[config.mk]
export PLATFORM = sky130hd
export DESIGN_NAME = cascade_sub
export DESIGN_NICKNAME = d
export VERILOG_FILES = /design/src/rtl/cascade_pkg.sv /design/src/rtl/cascade_sub_half.sv /design/src/rtl/cascade_sub.sv
export SDC_FILE = /design/constraint.sdc
export NUM_CORES = 1
export LEC_CHECK = 0
export BUFFER_PORTS_ARGS = -buffer_cell sky130_fd_sc_hd__buf_2
export CORE_MARGIN = 2
export CORE_UTILIZATION = 35
export CTS_BUF_LIST = sky130_fd_sc_hd__clkbuf_8
export CTS_CLUSTER_DIAMETER = 40
export DETAILED_ROUTE_END_ITERATION = 10
export SLEW_MARGIN = 20
export SYNTH_ARGS = -nofsm -noshare
export SYNTH_HDL_FRONTEND = slang
export SYNTH_SLANG_ARGS = --single-unit
[constraint.sdc]
create_clock -name clk -period 3 [get_ports clk]
set_input_delay 0.15 -clock clk [delete_from_list [all_inputs] [get_ports clk]]
set_output_delay 0.15 -clock clk [all_outputs]
set_load 0.1 [all_outputs]
[src/rtl/cascade_pkg.sv]
// Shared types and sizing helpers for the cascaded subtractor datapath.
package cascade_pkg;

  localparam int DATA_W = 16;

  function automatic int half_w(input int w);
    return w / 2;
  endfunction

  localparam int HALF_W = half_w(DATA_W);

  typedef struct packed {
    logic [HALF_W-1:0] diff;
    logic              borrow;
  } half_res_t;

  typedef logic [DATA_W-1:0] cnt_t;

endpackage

[src/rtl/cascade_sub_half.sv]
// Combinational half-width subtractor: diff = a - b - bi, bo set on unsigned underflow.
module sub_half #(
  parameter int W = 8
) (
  input  logic [W-1:0] a,
  input  logic [W-1:0] b,
  input  logic         bi,
  output logic [W-1:0] diff,
  output logic         bo
);

  // One extra bit catches the borrow: the result is never below -2^W.
  logic [W:0] full;

  assign full = {1'b0, a} - {1'b0, b} - {{W{1'b0}}, bi};
  assign diff = full[W-1:0];
  assign bo   = full[W];

endmodule

[src/rtl/cascade_sub.sv]
// Two-stage pipelined cascaded subtractor with loadable down-counter and match comparator.
// Optional signed-overflow output enabled by defining CASCADE_SUB_OVF_EN.
module cascade_sub
  import cascade_pkg::*;
#(
  parameter int WIDTH = DATA_W,
  parameter int CNT_W = DATA_W
) (
  input  logic             clk,
  input  logic             rst,
  input  logic             in_valid,
  output logic             in_ready,
  input  logic [WIDTH-1:0] data1,
  input  logic [WIDTH-1:0] data2,
  input  logic             bin,
  output logic             out_valid,
  input  logic             out_ready,
  output logic [WIDTH-1:0] d,
  output logic             bout,
  output logic             ovf,
  input  logic             load,
  input  logic [CNT_W-1:0] load_val,
  input  logic             start,
  output logic [CNT_W-1:0] cnt,
  output logic             cnt_zero,
  output logic             match
);

  localparam int H = half_w(WIDTH);

  if ((WIDTH != DATA_W) || (CNT_W != WIDTH) || ((WIDTH % 2) != 0) || (WIDTH < 4)) begin : g_bad_cfg
    $error("cascade_sub: WIDTH must equal DATA_W and CNT_W, be even and >= 4");
  end

  logic         s1_valid_q, s1_valid_d, s2_valid_q, s2_valid_d;
  logic         s1_load, s2_load;
  logic [H-1:0] s1_dl_q, s1_ah_q, s1_bh_q;
  logic         s1_bl_q;
  logic [WIDTH-1:0] d_q;
  logic         bout_q;
  cnt_t         cnt_q, cnt_d;
  half_res_t    lo_res, hi_res;

  sub_half #(.W(H)) u_lo (
    .a(data1[H-1:0]), .b(data2[H-1:0]), .bi(bin),
    .diff(lo_res.diff), .bo(lo_res.borrow)
  );

  sub_half #(.W(H)) u_hi (
    .a(s1_ah_q), .b(s1_bh_q), .bi(s1_bl_q),
    .diff(hi_res.diff), .bo(hi_res.borrow)
  );

  assign s2_load  = s1_valid_q && (!s2_valid_q || out_ready);
  assign in_ready = !s1_valid_q || s2_load;
  assign s1_load  = in_valid && in_ready;

  // Pipeline occupancy and counter next-state
  always_comb begin
    s1_valid_d = s1_valid_q;
    s2_valid_d = s2_valid_q;
    cnt_d      = cnt_q;
    if (s1_load) begin
      s1_valid_d = 1'b1;
    end else if (s2_load) begin
      s1_valid_d = 1'b0;
    end else begin
      s1_valid_d = s1_valid_q;
    end
    if (s2_load) begin
      s2_valid_d = 1'b1;
    end else if (out_ready) begin
      s2_valid_d = 1'b0;
    end else begin
      s2_valid_d = s2_valid_q;
    end
    if (load) begin
      cnt_d = load_val;
    end else if (start && (cnt_q != '0)) begin
      cnt_d = cnt_q - {{(CNT_W-1){1'b0}}, 1'b1};
    end else begin
      cnt_d = cnt_q;
    end
  end

  // Control state registers
  always_ff @(posedge clk or negedge rst) begin
    if (!rst) begin
      s1_valid_q <= 1'b0;
      s2_valid_q <= 1'b0;
      cnt_q      <= '0;
    end else begin
      s1_valid_q <= s1_valid_d;
      s2_valid_q <= s2_valid_d;
      cnt_q      <= cnt_d;
    end
  end

  // Stage 1: low-half difference plus the high halves it still needs
  always_ff @(posedge clk or negedge rst) begin
    if (!rst) begin
      s1_dl_q <= '0;
      s1_bl_q <= 1'b0;
      s1_ah_q <= '0;
      s1_bh_q <= '0;
    end else if (s1_load) begin
      s1_dl_q <= lo_res.diff;
      s1_bl_q <= lo_res.borrow;
      s1_ah_q <= data1[WIDTH-1:H];
      s1_bh_q <= data2[WIDTH-1:H];
    end
  end

  // Stage 2: assemble the full difference; held while the consumer stalls
  always_ff @(posedge clk or negedge rst) begin
    if (!rst) begin
      d_q    <= '0;
      bout_q <= 1'b0;
    end else if (s2_load) begin
      d_q    <= {hi_res.diff, s1_dl_q};
      bout_q <= hi_res.borrow;
    end
  end

`ifdef CASCADE_SUB_OVF_EN
  logic s1_sa_q, s1_sb_q, ovf_q;

  // Sign bits travel with stage 1 and resolve into ovf alongside d
  always_ff @(posedge clk or negedge rst) begin
    if (!rst) begin
      s1_sa_q <= 1'b0;
      s1_sb_q <= 1'b0;
      ovf_q   <= 1'b0;
    end else begin
      if (s1_load) begin
        s1_sa_q <= data1[WIDTH-1];
        s1_sb_q <= data2[WIDTH-1];
      end
      if (s2_load) begin
        ovf_q <= (s1_sa_q != s1_sb_q) && (hi_res.diff[H-1] != s1_sa_q);
      end
    end
  end

  assign ovf = ovf_q;
`else
  assign ovf = 1'b0;
`endif

  assign out_valid = s2_valid_q;
  assign d         = d_q;
  assign bout      = bout_q;
  assign cnt       = cnt_q;
  assign cnt_zero  = (cnt_q == '0);
  assign match     = s2_valid_q && (d_q == cnt_q);

endmodule
==> Word-level counts from Yosys, hierarchy flattened <==
Index checks and enable logic that the tools add are counted.
{ "word_totals": {"regBits": 60, "latch_bits": 0, "ram_bits": 0, "rom_bits": 0, "input_bits": 55, "output_inout_bits": 38, "wordCells": 34, "mem_count": 0} }
{ "classes": {"addsub": 5, "n_mul": 0, "div_mod_pow": 0, "n_lt_le_gt_ge": 0, "n_eq_ne": 1, "shifts": 0, "n_mux": 6, "bitwise_logic": 0, "n_reduce_logical": 13} }
{ "ops": {"columns": ["op", "count"], "rows": [
  ["16-bit two-way mux", 2],
  ["8-bit by 8-bit subtractor with 9-bit output", 2],
  ["9-bit by 1-bit subtractor with 9-bit output", 2],
  ["16-bit equality test", 1],
  ["16-bit zero test", 1],
  ["16-bit nonzero test", 1],
  ["16-bit by 1-bit subtractor with 16-bit output (second input constant)", 1],
  ["2-bit nonzero test", 3],
  ["1-bit logical AND", 4],
  ["1-bit two-way mux", 4],
  ["1-bit zero test", 2],
  ["1-bit logical OR", 2]
]} }

==> Logic depth before layout (Yosys ltp) <==
Gate-level depths: netlist of run 1.
{ "logic_depth": {"word_depth": 6, "mapped_depth": 11, "ltp_nobuf": 11} }

==> Cells and area by module <==
From an unflattened synthesis of run 1, not the netlist that was laid out.
{ "unflattened": {"hier_cells": 398, "hier_area_um2": 4047.6} }
{ "modules_own_cells": {"columns": ["module", "instances", "cells_each", "area_each_um2", "seq_area_each_um2"], "rows": [
  ["cascade_sub", 1, 246, 2939.1, 1501.4],
  ["sub_half", 2, 76, 554.3, 0.0]
]} }

==> Least setup slack after synthesis of run 1 <==
OpenSTA, ideal clock, no wires.
{ "synth_timing": {"path_kind": "reg2out", "startpoint": "reg cnt_q[4], in the netlist cnt[4]", "endpoint": "out match", "t_arrival_ps": 4388, "t_required_ps": 2850, "path_slack_ps": -1538, "path_stages_with_launch": 5, "path_buffers": 0, "cell_sequence": "dfrtp_1 -> xor2_1 -> nor4_1 -> nand4_1 -> nor4_1"} }
{ "synth_between": {"elab_chain_len": 2} }
{ "synth_rtl": {"columns": ["element", "line", "rtl"], "rows": [
  ["start: declaration", "cascade_sub.sv:41", "cnt_t cnt_q, cnt_d;"],
  ["start signal: assignment", "cascade_sub.sv:95", "cnt_q <= cnt_d;"],
  ["16-bit equality test", "cascade_sub.sv:155", "assign match = s2_valid_q && (d_q == cnt_q);"],
  ["1-bit logical AND", "cascade_sub.sv:155", null],
  ["end: declaration", "cascade_sub.sv:26", "output logic match"]
]} }
No other way between the ends.

==> Final worst setup path of run 1 <==
{ "layout_timing": {"startpoint": "reg s1_ah_q[0]", "endpoint": "reg bout_q, in the netlist bout"} }
{ "layout_between": {"elab_chain_len": 2} }
{ "layout_rtl": {"columns": ["element", "line", "rtl"], "rows": [
  ["start: declaration", "cascade_sub.sv:37", "logic [H-1:0] s1_dl_q, s1_ah_q, s1_bh_q;"],
  ["start signal: assignment", "cascade_sub.sv:109", "s1_ah_q <= data1[WIDTH-1:H];"],
  ["8-bit by 8-bit subtractor with 9-bit output", "cascade_sub_half.sv:15", "assign full = {1'b0, a} - {1'b0, b} - {{W{1'b0}}, bi};"],
  ["9-bit by 1-bit subtractor with 9-bit output", "cascade_sub_half.sv:15", null],
  ["end signal: assignment", "cascade_sub.sv:121", "bout_q <= hi_res.borrow;"],
  ["end: declaration", "cascade_sub.sv:40", "logic bout_q;"]
]} }
No other way between the ends.
A chain may end at the register's enable or synchronous reset.

==> key figures, run 1 <==
Drt
  • DRC violations left: 0
  • WL met3: 523 µm
  • Wl on met1: 3.682 mm
  • Antenna Nets Post-Route: 0
  • DR iter-0 viols: 127
  • Vias per cell: 4.606
  • Post-Route WL: 8.032 mm
  • DR WL/cell: 12.91 µm
  • Total number of vias: 2,865
  • 1st-pass router iterations: 4
  • WL met2: 3.691 mm
  • Uppermost layer routed: met4

Yosys
  • Synth Register Bits: 60
  • Synth warnings: 0
  • Syn nets: 474
  • Count of cell types in the netlist: 42
  • Ys async rst share: 100.0%
  • Avg Cell Area, Syn: 9.811 µm²
  • Post-synthesis sequential area ratio: 39.75%
  • Post-synthesis cell area: 3777 µm²
  • Number of flops mapped to enable cells by yosys: 0
  • Dominant synthesized flop cell: dfrtp_1
  • Cells after synthesis: 385

Setup path
  • Arrival time at the worst endpoint: 2930 ps
  • WP data required: 3180 ps
  • Critical Path Sink Type: flip-flop
  • Worst Setup Start Kind: flip-flop
  • R2R Setup Slk: 250 ps
  • Critical Path Fanout Max: 2
  • WS Path Type: reg2reg

STA
  • Fmax: 0.3636 GHz
  • Hold Fails Final Rpt: 0
  • Final setup fails: 0
  • Layout Skew: 5.880 ps
  • RSZ-0062 raised after global routing: false
  • Final period util: 91.66%
  • Worst-Margin Slew: 757.6 ps
  • Max Slew Vio Count: 0
  • Final worst path period need: 2750 ps
  • Setup TNS Final: 0 ps
  • Rel. slew slack: 49.37%

Finish
  • Most frequent cells in the layout: 91 x buf_2, 59 x dfrtp_1, 49 x inv_1
  • Layout net count: 571
  • Most common cell after layout, fill and taps aside: buf_2
  • Footprint of the multi-input gates: 2074 µm²
  • Layout cells sized above 1: 31.28%
  • Reg area: 1503 µm²
  • Ant diodes: 0
  • Layout Cells excl Fill: 622
  • Area Growth Syn to Fin: 22.03%
  • Fill cells: 1,035
  • Post-route design area: 4609 µm²

GRT
  • Total congestion overflow: 0
  • Largest net degree at the start of global routing: 31
  • GRT Overall Usage: 14.78%
  • First-pass GRT wire length: 13.38 mm
  • Vias in the first global route: 2,888
  • Initial antenna violation count: 1

Clock tree
  • Clock Root Buffer: clkbuf_8
  • H-tree depth: 3
  • Clock Path Buffers: 2
  • Clock sink total: 60
  • Clock buffer count from CTS: 9
  • Clock-pin slew on the worst setup and hold paths: 70 ps
  • CTS tree: done
  • Clk_lat worst skew: 330 ps

Placement
  • Hpwl dp: 6.525 mm
  • Input/output buffers: 91
  • Inst Count DP: 606
  • Area after DPL: 4404 µm²
  • GPL Wtd Cong: 0.8575

Floorplanning
  • Rows: 37
  • Die area: 11,640 µm²
  • Core Box Area: 10,420 µm²
  • Io pins: 93
  • Initial Util: 36.26%
  • DIE HEIGHT: 107.9 µm
  • Die X: 107.9 µm

Pwr
  • Leak Pwr: 2.217 nW
  • Cell Pwr Density: 843.7 nW/µm²
  • Max VDD drop: 0.4728 mV

Outcome
  • Outcome: finished, final reports clean

Hold path
  • Worst min path class: in2reg

Flow run
  • # Max-Cap Violations: 0
[synth_stat cells (all sizes together), types with 5 or more instances]
cell	count	area, µm²
dfrtp	60	1501
nor2	13	48.80
o211ai	6	45.04
xor2	11	96.34
xnor2	28	245.2
mux2	27	304.0
nor3	8	45.04
nor4	5	76.32
or3	5	36.28
o21ai	35	175.2
nand2	43	161.4
inv	49	183.9
ha	30	375.4
a21oi	11	55.05
mux2i	5	50.05
clkbuf	8	30.03
[cells by family after synthesis]
group                      share of synthesized area [%]
AOI/OAI and AO/OA                                  9.043
xor gates and xnor gates                           9.043
adders and majority gates                          12.06
buffers and inverters                              5.863
DFF                                                39.75
muxes                                              9.374
other                                            0.09928
and+or+nand+nor                                    14.77
[cell type report]
| type | count | share of cell area [%] |
|---|---|---|
| inverter | 49 | 3.990 |
| clock buffer | 10 | 2.986 |
| tap | 136 | 3.692 |
| clock inverter | 5 | 1.140 |
| timing repair buffer | 95 | 10.59 |
| sequential | 60 | 32.60 |
| multi-input combinational | 267 | 45.01 |
[flip-flops by register name (all words and copies together), names as in the netlist]
name,count
s1_dl_q,8
s1_ah_q,8
out_valid,1
s1_bh_q,8
s1_valid_q,1
s1_bl_q,1
bout,1
d,16
cnt,16
[timing repair]
action / CTS / global route
hold endpoints to repair: 23 / 0
endpoints found under the setup margin: 0 / 1
gates resized for setup: 0 / 2
hold buffers: 1 / 0
setup buffers: 0 / 0
[path summary, 6_finish.rpt]
check / to / depth (start not counted) / from
min reg2reg: s1_dl_q[6] / 2 / s1_dl_q[6]
min: cnt[7] / 3 / load_val[7]
max in group asynchronous: s1_bh_q[2] / 3 / rst
max: bout / 10 / s1_ah_q[0]
min in group asynchronous: s1_ah_q[6] / 2 / rst
max reg2reg: bout / 10 / s1_ah_q[0]
[metal layers]
| metal | up-vias | track usage (%) |
|---|---|---|
| li1 | 1481 | - |
| met1 | 1299 | 18.51 |
| met2 | 77 | 23.76 |
| met3 | 8 | 4.600 |
| met4 | 0 | 5.678 |
| met5 | - | 0 |
[stage by stage]
step	hold slack (ps)	total power (W)	utilization, %	setup WS, ps
final	23.67	0.003889	44.25	250.1
after floorplan	-145.6	0.002800	-	15.01
after global placement	180.4	0.003175	42.28	225.4
after detailed placement	182.8	0.003206	42.28	159.8
after global routing	6.222	0.004137	44.25	51.65
after CTS	4.553	0.003930	44.20	147.6
[report_power, final]
part           leakage, nW  internal [W]  total (W)  switching (W)
registers            0.719      0.000999    0.00120       0.000200
clock network       0.0979      0.000397   0.000700       0.000304
logic                 1.40      0.000539    0.00199        0.00145
total                 2.22       0.00193    0.00389        0.00195
[critical path, stage by stage (launching register included)]
cell	delay [ps]
dfrtp_1	400
fa_1	560
inv_1	50
ha_1	180
or2_2	300
fa_1	410
nor2b_1	170
o21ai_1	120
a211oi_2	210
xnor2_1	130
o21ai_0	80
Power figures use the tool's default switching activity.
==> inputs of run 2 (changes only) <==
Settings changed: CORE_UTILIZATION 35 to 56, HOLD_SLACK_MARGIN set to 0.1, PLACE_DENSITY set to 0.83.
==> run 2 against run 1 <==
Against the previous run: cell count shrank 4.0%; critical endpoint unchanged; power rose by 2.5%; design area up 5.8%; first-iteration DRC count is 12% lower; routed wire length rose by 4.4%; largest cell class unchanged; sequential power barely moved.
==> key figures, run 2 (synthesis gave the netlist of run 1 again) <==
Outcome
  • Outcome: finished, final reports clean

Placement
  • GPL Wtd Cong: 0.8558
  • Hpwl dp: 6.098 mm
  • Input/output buffers: 91
  • Worst slack, placed: 141.7 ps
  • Inst Count DP: 547

Pwr
  • Max VDD drop: 0.4144 mV
  • NetSw: 0.001996 W
  • Clock group share of total power: 19.0%
  • Internal Power: 0.001989 W
  • Combinational power share: 51.1%
  • Leak Pwr: 2.364 nW
  • Sw frac: 50.08%
  • Cell Pwr Density: 817.2 nW/µm²
  • Seq pwr share: 29.9%

Drt
  • DR WL/cell: 14.05 µm
  • DRC violations left: 0
  • Antenna Nets Post-Route: 0
  • Total number of vias: 3,108
  • DR iter-0 viols: 112
  • Vias per cell: 5.206
  • 1st-pass router iterations: 4
  • Post-Route WL: 8.386 mm

STA
  • Fin Hold WS: 138.2 ps
  • Layout Skew: 9.239 ps
  • Max Slew Vio Count: 0
  • Rel. slew slack: 49.64%
  • Final worst path period need: 2835 ps
  • RSZ-0062 raised after global routing: false
  • Hold Fails Final Rpt: 0
  • Fmax: 0.3527 GHz
  • Worst-Margin Slew: 753.6 ps
  • Setup TNS Final: 0 ps
  • Final setup fails: 0
  • Final Worst Setup Slack: 164.8 ps
  • Final period util: 94.51%

Floorplanning
  • Initial Util: 58.82%
  • Io pins: 93
  • DIE HEIGHT: 86.13 µm
  • Rows: 29
  • Die X: 86.13 µm
  • Core Box Area: 6422 µm²
  • Die area: 7418 µm²

Setup path
  • WS Path Type: reg2reg
  • WP data required: 3200 ps
  • Arrival time at the worst endpoint: 3040 ps
  • Worst Setup Start Kind: flip-flop
  • Critical Path Fanout Max: 2
  • Critical Path Sink Type: flip-flop

Finish
  • Most frequent cells in the layout: 90 x buf_2, 59 x dfrtp_1, 50 x inv_1
  • Fill cells: 449
  • Area Growth Syn to Fin: 29.08%
  • Ant diodes: 0
  • Most common cell after layout, fill and taps aside: buf_2
  • Layout cells sized above 1: 29.04%
  • Layout net count: 604
  • Final Core Density: 75.92%
  • Layout Cells excl Fill: 597

Hold path
  • Worst min path class: in2reg

Clock tree
  • Clock buffer count from CTS: 9
  • # resized after CTS: 0
  • Clk_lat worst skew: 350 ps
  • Postcts setup bufs: 0
  • H-tree depth: 3
  • Clock sink total: 60
  • Clock-pin slew on the worst setup and hold paths: 70 ps
  • Clock Root Buffer: clkbuf_8
  • CTS Hold Buffers Added: 34
  • Clock Path Buffers: 2
  • CTS tree: done

GRT
  • Largest net degree at the start of global routing: 47
  • First-pass GRT wire length: 13.87 mm
  • Vias in the first global route: 3,082
  • Initial antenna violation count: 0
  • Total congestion overflow: 0
  • GRT Overall Usage: 24.03%

Flow run
  • # Max-Cap Violations: 0
[run 2: changes by cell type in the layout (fill, tap and decap cells not counted)]
| cell | previous run | this run |
|---|---|---|
| a211oi_2 | 1 | 0 |
| o21ai_1 | 5 | 4 |
| o21ai_0 | 30 | 31 |
| buf_2 | 91 | 90 |
| buf_4 | 3 | 4 |
| inv_1 | 49 | 50 |
| a211oi_1 | 2 | 3 |
| dlygate4sd3_1 | 1 | 34 |
| clkinv_2 | 3 | 2 |
| clkbuf_8 | 10 | 11 |
[run 2: layer usage]
| layer | track usage (%) | part of all wire [%] |
|---|---|---|
| met2 | 42.14 | 50 |
| met1 | 28.49 | 42 |
| met3 | 4.909 | 5.7 |
| met5 | 0 | 0 |
| met4 | 10.25 | 2.3 |
[run 2: path summary, 6_finish.rpt]
path | startpoint | to | slack [ps] | depth (start not counted)
max | s1_ah_q[0] | bout | 160 | 10
min | out_ready | out_valid | 140 | 3
max reg2reg | s1_ah_q[0] | bout | 160 | 10
min reg2reg | s1_dl_q[0] | s1_dl_q[0] | 480 | 2
max in group asynchronous | rst | s1_bh_q[1] | 2050 | 3
min in group asynchronous | rst | cnt[12] | 320 | 2
[run 2: through the flow]
stage	total power, W	instance area (µm²)
6_report	0.003985	4876
5_1_grt	0.004179	4876
4_1_cts	0.003989	4873
3_5_place_dp	0.003198	4330
3_3_place_gp	0.003137	4330
2_1_floorplan	0.002800	3794
[run 2: final cells by class]
cell class / instances / area, µm² / share of cell area, %
Timing Repair Buffer: 128 / 820.8 / 16.83
Clock buffer: 11 / 151.4 / 3.105
Multi-Input combinational cell: 267 / 2069 / 42.44
Tap cell: 77 / 96.34 / 1.976
Inverter: 49 / 183.9 / 3.772
Sequential cell: 60 / 1503 / 30.82
Clock inverter: 5 / 51.30 / 1.052
[run 2: critical path, cell delays in order, from the launching register on]
cell and delay, ps:
dfrtp_1 400, fa_1 570, inv_1 60, ha_1 180
or2_2 300, fa_1 410, nor2b_1 150, o21ai_0 130
a211oi_1 260, xnor2_1 150, o21ai_0 90
[run 2: power groups by stage]
stage,Sequential [W],Clock (W),Combinational [W]
after CTS,0.00119,0.000762,0.00204
final,0.00119,0.000756,0.00204
after detailed placement,0.00120,0,0.00200
after floorplan,0.00206,0,0.000738
after global placement,0.00119,0,0.00194
after global routing,0.00122,0.000794,0.00217
==> inputs of run 3 (changes only) <==
Settings changed: CTS_CLUSTER_SIZE set to 12, PLACE_DENSITY 0.83 to 0.92, SLEW_MARGIN 20 to not set.
==> run 3 against run 2 <==
Against the previous run: worst hold slack lost 23 ps; utilization fell by 0.55 points; combinational power is 2% higher; design area shrank 0.72%; clock power shrank 20%; maximum frequency shrank 0.74%; die area unchanged; worst setup slack lost 21 ps; sequential power hardly changed; routed wire length up 8.4%; critical path type unchanged; largest cell class unchanged; largest power group unchanged; highest routed layer unchanged.
==> key figures, run 3 (synthesis gave the netlist of run 1 again) <==
Floorplanning
  • Initial Util: 58.82%
  • DIE HEIGHT: 86.13 µm
  • Core Box Area: 6422 µm²
  • Die area: 7418 µm²
  • Die X: 86.13 µm
  • Rows: 29
  • Io pins: 93

STA
  • Hold Fails Final Rpt: 0
  • Setup TNS Final: 0 ps
  • Fmax: 0.3501 GHz
  • Max Slew Vio Count: 0
  • Final setup fails: 0
  • Layout Skew: 7.638 ps
  • Final period util: 95.21%
  • RSZ-0062 raised after global routing: false
  • Worst-Margin Slew: 798.6 ps
  • Final worst path period need: 2856 ps
  • Rel. slew slack: 46.63%

Setup path
  • Arrival time at the worst endpoint: 3040 ps
  • Reg2reg start: s1_ah_q[0]
  • Critical Path Sink Type: flip-flop
  • Crit-path most repeated cell: fa_1
  • WP depth: 10
  • Reg2reg end: bout
  • Critical path launch point: s1_ah_q[0]
  • Cells along the critical path: fa_1 -> inv_1 -> ha_1 -> or2_2 -> fa_1 -> nor2b_2 -> o21ai_1 -> a211oi_2 -> xnor2_1 -> o21ai_0
  • CP peak stage delay: 580 ps
  • WP data required: 3180 ps
  • Reg2Reg Depth: 10
  • Worst Setup Start Kind: flip-flop
  • R2R Setup Slk: 140 ps
  • WS Path Type: reg2reg
  • CP max-delay cell: fa_1
  • Crit path capture: bout
  • Worst path bufs/invs: 1
  • Critical Path Fanout Max: 2
  • CP top delay family: adder cells

GRT
  • First-pass GRT wire length: 14.60 mm
  • Largest net degree at the start of global routing: 41
  • Total congestion overflow: 0
  • GRT Overall Usage: 25.26%
  • Vias in the first global route: 3,290
  • Initial antenna violation count: 0

Clock tree
  • Clock-pin slew on the worst setup and hold paths: 60 ps
  • Clk_lat worst skew: 340 ps
  • Clock Root Buffer: clkbuf_8
  • Clock buffer count from CTS: 9
  • Clock sink total: 60
  • H-tree depth: 3
  • CTS tree: done
  • Clock Path Buffers: 2

Flow run
  • # Max-Cap Violations: 0

Pwr
  • Cell Pwr Density: 802.9 nW/µm²
  • Max VDD drop: 0.4120 mV
  • Leak Pwr: 2.360 nW

Finish
  • Layout net count: 604
  • Final Core Density: 75.38%
  • Area Growth Syn to Fin: 28.15%
  • Ant diodes: 0
  • Reg area: 1503 µm²
  • Footprint of the multi-input gates: 2077 µm²
  • Layout Cells excl Fill: 597
  • Layout cells sized above 1: 28.85%
  • Most common cell after layout, fill and taps aside: buf_2
  • Most frequent cells in the layout: 91 x buf_2, 59 x dfrtp_1, 53 x inv_1
  • Fill cells: 438

Outcome
  • Outcome: finished, final reports clean

Hold path
  • Worst min path class: in2reg

Drt
  • Vias per cell: 5.412
  • DR iter-0 viols: 122
  • 1st-pass router iterations: 4
  • Post-Route WL: 9.092 mm
  • Total number of vias: 3,231
  • DR WL/cell: 15.23 µm
  • DRC violations left: 0
  • Antenna Nets Post-Route: 0

Placement
  • Inst Count DP: 547
  • Input/output buffers: 91
  • Hpwl dp: 6.397 mm
  • GPL Wtd Cong: 0.8439
==> run 3: cell types whose count changed in the layout (fill, tap and decap cells not counted) <==
cell        before  now
clkbuf_8        11   10
buf_2           90   91
a211oi_2         0    1
o21ai_1          4    5
nor2b_2          0    1
a211oi_1         3    2
clkinvlp_4       1    0
bufinv_16        1    0
buf_4            4    3
inv_1           50   53
o21ai_0         31   30
nor2b_1          3    2
==> run 3: worst register-to-register path, delay by kind of cell (launching register included) <==
kind                       cells  cell delay (ps)
adders and majority gates      3             1200
DFF                            1              400
buffers and inverters          1               50
AOI/OAI and AO/OA              3              450
xor gates and xnor gates       1              140
and+or+nand+nor                2              470
==> run 3: metrics by stage <==
stage | total power [W] | hold WS (ps) | setup WS [ps] | area [µm²]
floorplan | 0.002800 | -145.6 | 15.01 | 3794
global placement | 0.003135 | 125.6 | 251.5 | 4330
detailed placement | 0.003208 | 131.5 | 108.2 | 4330
CTS | 0.003846 | 105.6 | 107.1 | 4833
global route | 0.004070 | 134.9 | 13.82 | 4841
finish | 0.003887 | 115.6 | 143.6 | 4841
==> run 3: area by class of cell <==
class	count	share of cell area, %
Multi-Input combinational cell	267	42.91
Clock inverter	6	0.5169
Timing Repair Buffer	128	16.90
Clock buffer	10	2.843
Sequential cell	60	31.04
Inverter	49	3.799
Tap cell	77	1.990
==> run 3: worst min path at each step <==
stage | from | to | slack, ps | cells past startpoint
after floorplan | rst | bout | -150 | 0
after global placement | rst | cnt[10] | 130 | 1
after detailed placement | rst | cnt[9] | 130 | 1
after CTS | out_ready | out_valid | 110 | 3
after global routing | out_ready | out_valid | 130 | 3
final | out_ready | out_valid | 120 | 3
==> run 3: routing by layer <==
metal	vias to the layer above	routed length [µm]	track usage, %
met1	1531	3637	29.44
met2	126	4654	45.10
met4	0	247	13.42
li1	1550	-	-
met5	-	0	0
met3	24	553	3.080
==> run 3: what timing repair did <==
item,CTS,global route
gates resized for setup,0,3
setup endpoints to repair,0,2
hold buffers,34,0
hold endpoints to repair,53,0
setup buffers,0,0
==> run 3: power breakdown <==
group | internal (W) | switching (W)
clock | 0.000307 | 0.000300
combinational | 0.000575 | 0.00151
sequential | 0.000999 | 0.000198
